### config.mk
export PLATFORM = sky130hd
export DESIGN_NAME = gnr_floyd_ctrl
export DESIGN_NICKNAME = d
export VERILOG_FILES = /design/src/rtl/gnr_pkg.sv /design/src/rtl/gnr_floyd_ctrl.sv
export SDC_FILE = /design/constraint.sdc
export NUM_CORES = 1
export LEC_CHECK = 0
export ABC_AREA = 1
export CAP_MARGIN = 20
export CORE_MARGIN = 1
export CORE_UTILIZATION = 58
export DETAILED_ROUTE_END_ITERATION = 6
export HOLD_SLACK_MARGIN = 0.02
export MAX_ROUTING_LAYER = met4
export PLACE_DENSITY = 0.86
export SLEW_MARGIN = 20
export SYNTH_ARGS = -nofsm -noshare
export SYNTH_HDL_FRONTEND = slang
export SYNTH_SLANG_ARGS = --single-unit
### constraint.sdc
create_clock -name clk -period 3.5 [get_ports clk]
set_clock_uncertainty 0.2 [all_clocks]
set_input_delay 0.35 -clock clk [delete_from_list [all_inputs] [get_ports clk]]
set_output_delay 0.35 -clock clk [all_outputs]
set_load 0.03 [all_outputs]
### src/rtl/gnr_pkg.sv
// Shared definitions for the Boolean-network attractor search controller:
// FSM state encoding and the default counter width.
package gnr_pkg;

    localparam int GNR_CNT_W = 16;

    typedef enum logic [2:0] {
        ST_IDLE   = 3'd0,
        ST_INIT   = 3'd1,
        ST_STEP   = 3'd2,
        ST_CHECK  = 3'd3,
        ST_PSTEP  = 3'd4,
        ST_PCHECK = 3'd5,
        ST_DONE   = 3'd6
    } gnr_state_e;

endpackage

### src/rtl/gnr_floyd_ctrl.sv
// Floyd tortoise/hare cycle detector that sequences a Boolean network's s0/s1
// tracks to find the attractor reached from a seed, its entry step and its period.
//
// state   | meaning
// --------+-------------------------------------------------------------
// IDLE    | waiting for start; results from the last search are held
// INIT    | reset_nos loads the latched seed into every node's s0 and s1
// STEP    | strobe both tracks once (hare moves, tortoise every 2nd)
// CHECK   | compare s0/s1 after the step; match, bound or step again
// PSTEP   | hare-only strobe to walk around the attractor
// PCHECK  | compare after the hare-only step; period found, bound or loop
// DONE    | one-cycle done pulse, back to IDLE
module gnr_floyd_ctrl
    import gnr_pkg::*;
#(
    parameter int N_NODES = 4,
    parameter int CNT_W   = GNR_CNT_W
) (
    input  logic               clk,
    input  logic               rst,
    input  logic               start,
    input  logic [N_NODES-1:0] seed,
    input  logic [CNT_W-1:0]   max_steps,
    input  logic [N_NODES-1:0] s0_vec,
    input  logic [N_NODES-1:0] s1_vec,
    output logic               reset_nos,
    output logic [N_NODES-1:0] init_state,
    output logic               start_s0,
    output logic               start_s1,
    output logic               busy,
    output logic               done,
    output logic               timeout,
    output logic [CNT_W-1:0]   steps,
    output logic [CNT_W-1:0]   period,
    output logic [N_NODES-1:0] attractor
);

    gnr_state_e         r_state;
    gnr_state_e         w_next;

    logic [N_NODES-1:0] r_seed;
    logic [CNT_W-1:0]   r_max;
    logic [CNT_W-1:0]   r_step_cnt;
    logic [CNT_W-1:0]   r_per_cnt;
    logic [CNT_W-1:0]   r_steps;
    logic [CNT_W-1:0]   r_period;
    logic [N_NODES-1:0] r_attr;
    logic               r_timeout;

    logic               w_eq;
    logic               w_step_match;
    logic               w_step_bound;
    logic               w_per_bound;

    assign w_eq         = (s0_vec == s1_vec);
    // The first strobe advances both tracks, so an equality at step 1 is trivial.
    assign w_step_match = w_eq && (r_step_cnt >= CNT_W'(2));
    assign w_step_bound = (r_step_cnt >= r_max);
    assign w_per_bound  = (r_per_cnt >= r_max);

    always_comb begin
        w_next    = r_state;
        reset_nos = 1'b0;
        start_s0  = 1'b0;
        start_s1  = 1'b0;
        busy      = 1'b0;
        done      = 1'b0;
        case (r_state)
            ST_IDLE: begin
                if (start) w_next = ST_INIT;
            end
            ST_INIT: begin
                busy      = 1'b1;
                reset_nos = 1'b1;
                w_next    = ST_STEP;
            end
            ST_STEP: begin
                busy     = 1'b1;
                start_s0 = 1'b1;
                start_s1 = 1'b1;
                w_next   = ST_CHECK;
            end
            ST_CHECK: begin
                busy = 1'b1;
                if (w_step_match)      w_next = ST_PSTEP;
                else if (w_step_bound) w_next = ST_DONE;
                else                   w_next = ST_STEP;
            end
            ST_PSTEP: begin
                busy     = 1'b1;
                start_s1 = 1'b1;
                w_next   = ST_PCHECK;
            end
            ST_PCHECK: begin
                busy = 1'b1;
                if (w_eq || w_per_bound) w_next = ST_DONE;
                else                     w_next = ST_PSTEP;
            end
            ST_DONE: begin
                done   = 1'b1;
                w_next = ST_IDLE;
            end
            default: w_next = ST_IDLE;
        endcase
    end

    always_ff @(posedge clk) begin
        if (rst) begin
            r_state    <= ST_IDLE;
            r_seed     <= '0;
            r_max      <= '0;
            r_step_cnt <= '0;
            r_per_cnt  <= '0;
            r_steps    <= '0;
            r_period   <= '0;
            r_attr     <= '0;
            r_timeout  <= 1'b0;
        end else begin
            r_state <= w_next;
            case (r_state)
                ST_IDLE: begin
                    if (start) begin
                        r_seed     <= seed;
                        r_max      <= max_steps;
                        r_step_cnt <= '0;
                        r_per_cnt  <= '0;
                        r_steps    <= '0;
                        r_period   <= '0;
                        r_attr     <= '0;
                        r_timeout  <= 1'b0;
                    end
                end
                ST_STEP:  r_step_cnt <= r_step_cnt + CNT_W'(1);
                ST_CHECK: begin
                    if (w_step_match) begin
                        r_steps <= r_step_cnt;
                        r_attr  <= s1_vec;
                    end else if (w_step_bound) begin
                        r_timeout <= 1'b1;
                    end
                end
                ST_PSTEP: r_per_cnt <= r_per_cnt + CNT_W'(1);
                ST_PCHECK: begin
                    if (w_eq)             r_period  <= r_per_cnt;
                    else if (w_per_bound) r_timeout <= 1'b1;
                end
                default: ;
            endcase
        end
    end

    assign init_state = r_seed;
    assign timeout    = r_timeout;
    assign steps      = r_steps;
    assign period     = r_period;
    assign attractor  = r_attr;

endmodule

Word level (Yosys, flattened, before mapping)
Index checks and enable logic that the tools add are counted. Widths: inputs -> output; s select.

Bits in registers: 92. Latch bits: 0. Bits in writable memories: 0. ROM bits: 0. Input bits: 31. Output and inout port bits: 46. Logic and storage cells: 70. Memories kept: 0.

$add $sub $neg: 2. Multipliers: 0. Div/mod/pow operators: 0. Magnitude comparators: 3. Equal/unequal tests: 14. Shifts and indexed selects: 0. Multiplexer cells: 26. Bitwise gates (word level): 0. Reduce and logical (&&, ||, !) cells: 16.

Operators with widths (count): $pmux 16 s2 (4); $mux 16 (3); $add 16x1->16 const B (2); $ge 16x16->1 (2); $pmux 3 s6 (1); $ge 16x2->1 const B (1); $ne 2x2->1 const B (7); $mux 1 (10); $eq 3x3->1 const B (3); $mux 3 (3); $mux 4 (2); $pmux 4 s2 (1); $reduce_bool 2->1 (4); $eq 3x2->1 const B (2); $reduce_and 2->1 (3); $reduce_and 3->1 (2); $reduce_and 6->1 (1); $reduce_or 5->1 (1); $eq 4x4->1 (1); $eq 3x1->1 const B (1); $logic_not 3->1 (1); $pmux 1 s3 (1); $reduce_bool 3->1 (1); $mux 2 (1); 3 further kinds (3).

Logic depth before layout (Yosys ltp)
Gate-level depths: netlist (run 1).

Word-level depth: 4. Depth in mapped cells: 13. Gate-level depth less buffers: 13.

Least setup slack after synthesis (run 1)
No wires, ideal clock.

Path type: register -> register. From: register r_step_cnt[0]. To: register r_attr[2] (netlist: attractor[2]). Setup time: 0.070 ns. Arrival time: 1.487 ns. Required time: 3.230 ns. Slack: 1.742 ns. Stages on the path, launching flop included: 13. Buffers on the path: 1. Period minus slack after synthesis: 1.758 ns. Path through: dfxtp_1 -> inv_1 -> ha_1 -> nor2_1 -> nand3_1 -> nor2_1 -> nand2_1 -> nand2_1 -> nor2_2 -> nor2_1 -> buf_2 -> nand2_1 -> a21oi_1.

Longest elaborated chain between the ends: 4.

RTL lines: start, declared (RTL line gnr_floyd_ctrl.sv:43) `logic [CNT_W-1:0] r_step_cnt;`; start signal, assigned (RTL line gnr_floyd_ctrl.sv:133) `ST_STEP: r_step_cnt <= r_step_cnt + CNT_W'(1);`; $ge 16x2->1 (RTL line gnr_floyd_ctrl.sv:57) `assign w_step_match = w_eq && (r_step_cnt >= CNT_W'(2));`; $logic_and 1x1->1 (RTL line gnr_floyd_ctrl.sv:57); $ne 2x2->1 (no source line); $reduce_and 3->1 (no source line); end signal, assigned (RTL line gnr_floyd_ctrl.sv:137) `r_attr <= s1_vec;`; end, declared (RTL line gnr_floyd_ctrl.sv:47) `logic [N_NODES-1:0] r_attr;`.

No other way between the ends. A chain may end at the register's enable or synchronous reset.

Worst setup path after layout (run 1)
From: register r_state[2]. To: output port start_s1.

Longest elaborated chain between the ends: 3. Elaborated cells on any way between the ends: 4. Those cells by class: eq/ne: 2; mux: 1; reduce/logical: 1.

RTL lines: start, declared (RTL line gnr_floyd_ctrl.sv:38) `gnr_state_e r_state;`; start signal, assigned (RTL line gnr_floyd_ctrl.sv:119) `r_state <= w_next;`; $eq 3x3->1 or $eq 3x2->1 (tied branches) (RTL line gnr_floyd_ctrl.sv:68) `case (r_state)`; $reduce_or 2->1 (no source line) *; $mux 1 * (RTL line gnr_floyd_ctrl.sv:68); end, declared (RTL line gnr_floyd_ctrl.sv:29) `output logic start_s1,`.

Mark *: on every way between the ends. The rest lies on a longest branch, timed or not.

==> metrics.txt, run 1 <==
status=completed; RSZ-0062 raised after global routing=false; commonest cells after routing, fill and taps aside=180 x nand2_1, 97 x a21oi_1, 92 x dfxtp_1; r2r setup slk=1.17 ns; cell family with most CP delay=buffers and inverters; hold crit path type=flop to flop; antenna violations before repair=0; TritonCTS buffer count=9; Crit path depth=6; Setup Fix Bufs, Post-CTS=0; Root Driver=clkbuf_8; Critical path buffers and inverters=3; crit path kind=flop to output pin; worst path cell trace=nand2_1 -> nor2_2 -> buf_4 -> inv_2 -> nand2_1 -> clkdlybuf4s50_1; period utilization=82.46%; final setup vio count=0; Area Growth Syn to Fin=21.04%; CTS max path bufs=2; Routed WL=12.16 mm; post-synthesis sequential area ratio=38.37%; Setup crit end kind=output pin; Hold WS=0.2667 ns; FILL cells=646; remaining global-route overflow=0; CTS tree=built; post-synth cell types=36; Post-CTS Resized=0; vias per inst=5.646; top cell type's share of synthesized area=38.37%; Non-Filler Instances=850; Wirelength per Cell=14.31 um; max_slew headroom=63.10%; number of max-cap violations=0; IO Count=77; Post-DRT Antenna Nets=0; gr usage total=30.48%; cell count after synthesis=682; Final Core Density=74.03%; CP max stage delay=0.69 ns; row cnt=32; Worst-path clk slew=0.08 ns; synth top area cells=dfxtp_1 38%, nand2_1 14%, a21oi_1 10%; first-pass detailed-route iteration total=5; RePlAce Congestion=0.8477; Net count, final=810; Core ar.=7848 sq um; Post-CTS Hold Buffers=0; Hold Vio Cnt, Final=0; Post-synth top flop=dfxtp_1; Via Count=4799; vias in the first global route=4436; DRC Markers=0; die height=92.97 um; Detailed Route Iter0 Violations=365; CP Launch Type=flop; Power Density=481.7 nW/um^2; die width=92.97 um; Max H-tree Level=3; minimum clock period=2.886 ns; die area=8643 sq um; Port Buffers=76; leading area contributor after synthesis=dfxtp_1; largest net degree at the start of global routing=52; Worst-Skew Late Latency=0.37 ns; worst-margin pin slew=0.5536 ns; Final Max Slew Viols=0; leading cell type in the layout, fill and taps excluded=nand2_1; critical-path cell with the highest stage delay=clkdlybuf4s50_1; cell with the most instances on the worst path=nand2_1; crit path to=start_s1; Worst Reg-to-Reg Cells=6; CP Launch Point=r_state[2]$_SDFFE_PP0P_; r2r endpoint=r_step_cnt[3]$_SDFFE_PP0P_; Synth Register Bits=92; Synth Warn #=0; Post-synth ARST share=0%; Placed Cells=835; worst r2r src=r_state[0]$_SDFFE_PP0P_; Antenna diodes=0; first-pass GRT wire length=20.29 mm; syn avg cell area=7.038 sq um; Mapped Nets=748; fraction of layout cells with a size suffix above 1=5.348%; worst vdd rail ir drop=0.4336 mV; Clock Sinks=92; TNS Setup=0 ns; P_leak=2.319 nW; CP Data Required Time=2.95 ns; Arr. time, crit path=2.34 ns; Starting Density=61.16%; EDFF count, synth=0; HPWL Detailed=8.762 mm; achievable frequency=346.5 MHz; Worst Path Max Fanout=12; post-synth design cell area=4800 sq um
==> cell type report <==
type / count / area, sq um / area share (%)
Tap cell: 102 / 127.6 / 2.197
Sequential cell: 92 / 1842 / 31.70
Clock buffer: 12 / 165.2 / 2.843
Timing Repair Buffer: 83 / 808.3 / 13.91
Multi-Input combinational cell: 487 / 2531 / 43.57
Clock inverter: 3 / 68.82 / 1.185
Inverter: 71 / 266.5 / 4.588
==> metal layers <==
layer  global-route usage, %  up-vias  wire length (um)
li1                        -     2372                 -
met1                   38.46     2233              5399
met2                   50.00      171              5774
met3                   5.041       23               783
met4                   9.744        0               204
met5                       -        -                 0
==> worst min-delay path by stage <==
stage / start / endpoint / slack (ns) / depth (start not counted)
floorplan: r_max[15]$_SDFFE_PP0P_ / r_max[15]$_SDFFE_PP0P_ / 0.26 / 2
global placement: steps[8]$_SDFFE_PP0P_ / steps[8]$_SDFFE_PP0P_ / 0.25 / 2
detailed placement: timeout$_SDFFE_PP0P_ / timeout$_SDFFE_PP0P_ / 0.25 / 2
CTS: timeout$_SDFFE_PP0P_ / timeout$_SDFFE_PP0P_ / 0.27 / 2
global route: timeout$_SDFFE_PP0P_ / timeout$_SDFFE_PP0P_ / 0.28 / 2
finish: timeout$_SDFFE_PP0P_ / timeout$_SDFFE_PP0P_ / 0.27 / 2
==> flip-flops by register name (all words and copies together), names as in the netlist <==
register	count
r_state	3
r_per_cnt	16
init_state	4
attractor	4
period	16
timeout	1
steps	16
r_max	16
r_step_cnt	16
==> cell usage after synthesis, types with 2 or more instances <==
cell type and count:
a211oi_1 2, a21oi_1 97, a221oi_1 3, and3_1 2, buf_2 14, buf_4 4
clkbuf_1 12, dfxtp_1 92, ha_1 35, inv_1 63, inv_2 7, nand2_1 180
nand3_1 34, nand4_1 12, nor2_1 49, nor2_2 4, nor3_1 7, nor3_4 2
nor4_1 3, o21ai_0 32, o21ai_1 9, o22ai_1 3, xnor2_1 3
==> worst min-delay path: cells and delay by family (launching register included) <==
family | cells | cell delay, ns
AO/OA/AOI/OAI | 1 | 0.06
flip-flops | 1 | 0.32
buffers and inverters | 1 | 0.05
==> metrics by stage <==
| step | instance area [sq um] | power, mW | setup WS (ns) |
|---|---|---|---|
| after global routing | 5809 | 2.938 | 0.5036 |
| after detailed placement | 5575 | 1.979 | 1.020 |
| after floorplan | 4800 | 1.738 | 1.742 |
| after global placement | 5575 | 1.953 | 1.031 |
| final | 5809 | 2.798 | 0.6139 |
| after CTS | 5809 | 2.799 | 0.6188 |
==> power breakdown <==
group	switching, mW	internal [mW]
Combinational	0.514	0.279
Sequential	0.0480	1.12
Clock	0.376	0.459
Total	0.938	1.86
==> cell families after synthesis <==
group,Yosys count,share of synthesized area (%)
adder cells (fa/ha/maj),35,9.124
AND/OR/NAND/NOR,300,26.75
buffers and inverters,103,8.889
XOR/XNOR,3,0.5475
AO/OA/AOI/OAI,149,16.32
flip-flops,92,38.37
No activity file was read; power rests on OpenSTA's default activity.
==> run 2: changes to the inputs <==
CORE_UTILIZATION = 49   (was 58)
PLACE_DENSITY = 0.77   (was 0.86)
clock period = 2.6 ns   (was 3.5 ns; I/O delays follow)
==> metrics.txt, run 2 (synthesized netlist as in run 1, its figures left out) <==
status=completed; RePlAce Congestion=0.8914 (+5.2%); Detailed Route Iter0 Violations=344 (-5.8%); min-delay src=rst; Net count, final=816 (+0.74%); first-pass GRT wire length=20.44 mm (+0.75%); vias in the first global route=4483 (+1.1%); Hold Vio Cnt, Final=0 (unchanged); gr usage total=26.02% (-4.5 points); largest net degree at the start of global routing=52 (unchanged); Power Density=616.3 nW/um^2 (+28%); number of max-cap violations=0 (unchanged); Worst-Skew Late Latency=0.36 ns (about the same); Hold WS=0.1294 ns (-0.1373 ns); Via Count=4701 (-2.0%); Root Driver=clkbuf_8; first-pass detailed-route iteration total=6 (+1); die area=10190 sq um (+18%); achievable frequency=399.6 MHz; CTS max path bufs=2 (unchanged); row cnt=35 (+9.4%); Worst Path Max Fanout=13 (+1); worst vdd rail ir drop=0.4164 mV (-4.0%); Global Route met2 Usage=43.31% (-6.7 points); period utilization=96.26%; Antenna diodes=0 (unchanged); IO Count=77 (unchanged); Post-DRT Antenna Nets=0 (unchanged); Non-Filler Instances=881 (+3.6%); Post-CTS Resized=2 (+2); Register Area=1843 sq um (about the same); die width=101.0 um (+8.6%); remaining global-route overflow=0 (unchanged); Placed Cells=868 (+4.0%); CP Launch Type=flop; vias per inst=5.336 (-5.5%); Setup crit end kind=output pin; P_leak=2.345 nW (+1.2%); FILL cells=862 (+33%); Final Max Slew Viols=0 (unchanged); Max H-tree Level=3 (unchanged); worst-margin pin slew=0.5590 ns (+0.005446 ns); hold endpoint=r_per_cnt[15]$_SDFFE_PP0P_; DRC Markers=0 (unchanged); commonest cells after routing, fill and taps aside=180 x nand2_1, 97 x a21oi_1, 91 x dfxtp_1; CP max stage delay=0.71 ns (+0.02 ns); Arr. time, crit path=2.04 ns (-0.30 ns); critical-path cell with the highest stage delay=clkdlybuf4s50_1; Clock Sinks=92 (unchanged); Setup Fix Bufs, Post-CTS=0 (unchanged); hold crit path type=input port to flop; Area Growth Syn to Fin=21.74%; worst r2r src=r_state[0]$_SDFFE_PP0P_; TritonCTS buffer count=9 (unchanged); HPWL Detailed=8.768 mm (about the same); Worst Reg-to-Reg Cells=7 (+1); r2r endpoint=period[6]$_SDFFE_PP0P_; r2r setup slk=0.25 ns (-0.92 ns); worst path cell trace=inv_2 -> nor3_4 -> buf_4 -> clkdlybuf4s50_1; final setup vio count=0 (unchanged); Core ar.=9371 sq um (+19%); Wirelength per Cell=13.57 um (-5.2%); RSZ-0062 raised after global routing=false; Critical path buffers and inverters=3 (unchanged); max_slew headroom=62.73% (-0.36 points); Post-CTS Hold Buffers=0 (unchanged); grt peak-use layer=met2; Starting Density=51.21% (-9.9 points); fraction of layout cells with a size suffix above 1=6.117% (+0.77 points); cell family with most CP delay=buffers and inverters; Routed WL=11.96 mm (-1.7%); leading cell type in the layout, fill and taps excluded=nand2_1; hold path cells=4 (+2); multi-input logic area=2539 sq um (+0.30%); crit path kind=flop to output pin; die height=101.0 um (+8.6%); CTS tree=built; Worst-path clk slew=0.08 ns (about the same); met3 Resource Use GR=5.062% (+0.022 points); Port Buffers=76 (unchanged); CP Data Required Time=2.14 ns (-0.81 ns); met1 Resource Use GR=32.17% (-6.3 points); minimum clock period=2.503 ns; antenna violations before repair=0 (unchanged)
run 2: changes by cell type in the layout (fill, tap and decap cells not counted), sizes merged:
cell / previous run / this run
clkinv: 2 / 3
clkbuf: 12 / 10
buf: 8 / 14
clkdlybuf4s50: 75 / 74
dlymetal6s2s: 0 / 1
bufinv: 2 / 1
run 2: worst reg2reg max path: cells and delay by family (launching register included):
| family | cells | cell delay [ns] |
|---|---|---|
| buffers and inverters | 2 | 0.74 |
| AND/OR/NAND/NOR | 4 | 0.62 |
| flip-flops | 1 | 0.57 |
| AO/OA/AOI/OAI | 1 | 0.16 |
run 2: layer usage:
metal | vias to the layer above | wire length [um] | part of all wire [%]
li1 | 2374 | - | -
met1 | 2151 | 5431 | 45
met2 | 154 | 5631 | 47
met3 | 22 | 719 | 6.0
met4 | 0 | 172 | 1.4
met5 | - | 0 | 0
run 2: how the worst max path moves through the flow:
stage	start	endpoint	slack (ns)	cells after the start
5_1_grt	r_state[1]$_SDFFE_PP0P_	start_s0	0.01	4
4_1_cts	r_state[1]$_SDFFE_PP0P_	start_s1	0.08	6
3_5_place_dp	s1_vec[1]	attractor[3]$_SDFFE_PP0P_	-0.13	11
2_1_floorplan	r_step_cnt[0]$_SDFFE_PP0P_	attractor[2]$_SDFFE_PP0P_	0.84	12
3_3_place_gp	s1_vec[1]	steps[0]$_SDFFE_PP0P_	0.06	11
6_report	r_state[1]$_SDFFE_PP0P_	start_s0	0.1	4
run 2: final cells by class:
cell class,count,share of cell area [%]
clock inverter,3,0.6852
inverter,71,4.561
sequential,92,31.54
clock buffer,10,2.355
tap,129,2.762
multi-input combinational,487,43.45
timing repair buffer,89,14.65
run 2: where the power goes:
| part | total, mW | switching [mW] | internal, mW | leakage (nW) |
|---|---|---|---|---|
| Sequential | 1.57 | 0.0629 | 1.51 | 0.748 |
| Combinational | 1.08 | 0.699 | 0.385 | 1.50 |
| Clock | 0.944 | 0.491 | 0.452 | 0.0939 |
| Total | 3.60 | 1.25 | 2.35 | 2.35 |
run 2: stage by stage:
stage	setup slack (ns)	area (sq um)	util, %	setup TNS (ns)	total power, mW
after global routing	0.01128	5843	62.35	0	3.803
final	0.09727	5843	62.35	0	3.601
after floorplan	0.8422	4800	-	0	2.340
after CTS	0.08248	5836	62.27	0	3.603
after detailed placement	-0.1329	5654	60.33	-0.9834	2.679
after global placement	0.06234	5654	60.33	0	2.632
==> run 3: changes to the inputs <==
CORE_MARGIN = not set   (was 1)
==> results of run 3 <==
Final layout, timing and power as in run 2 (identical DEF).
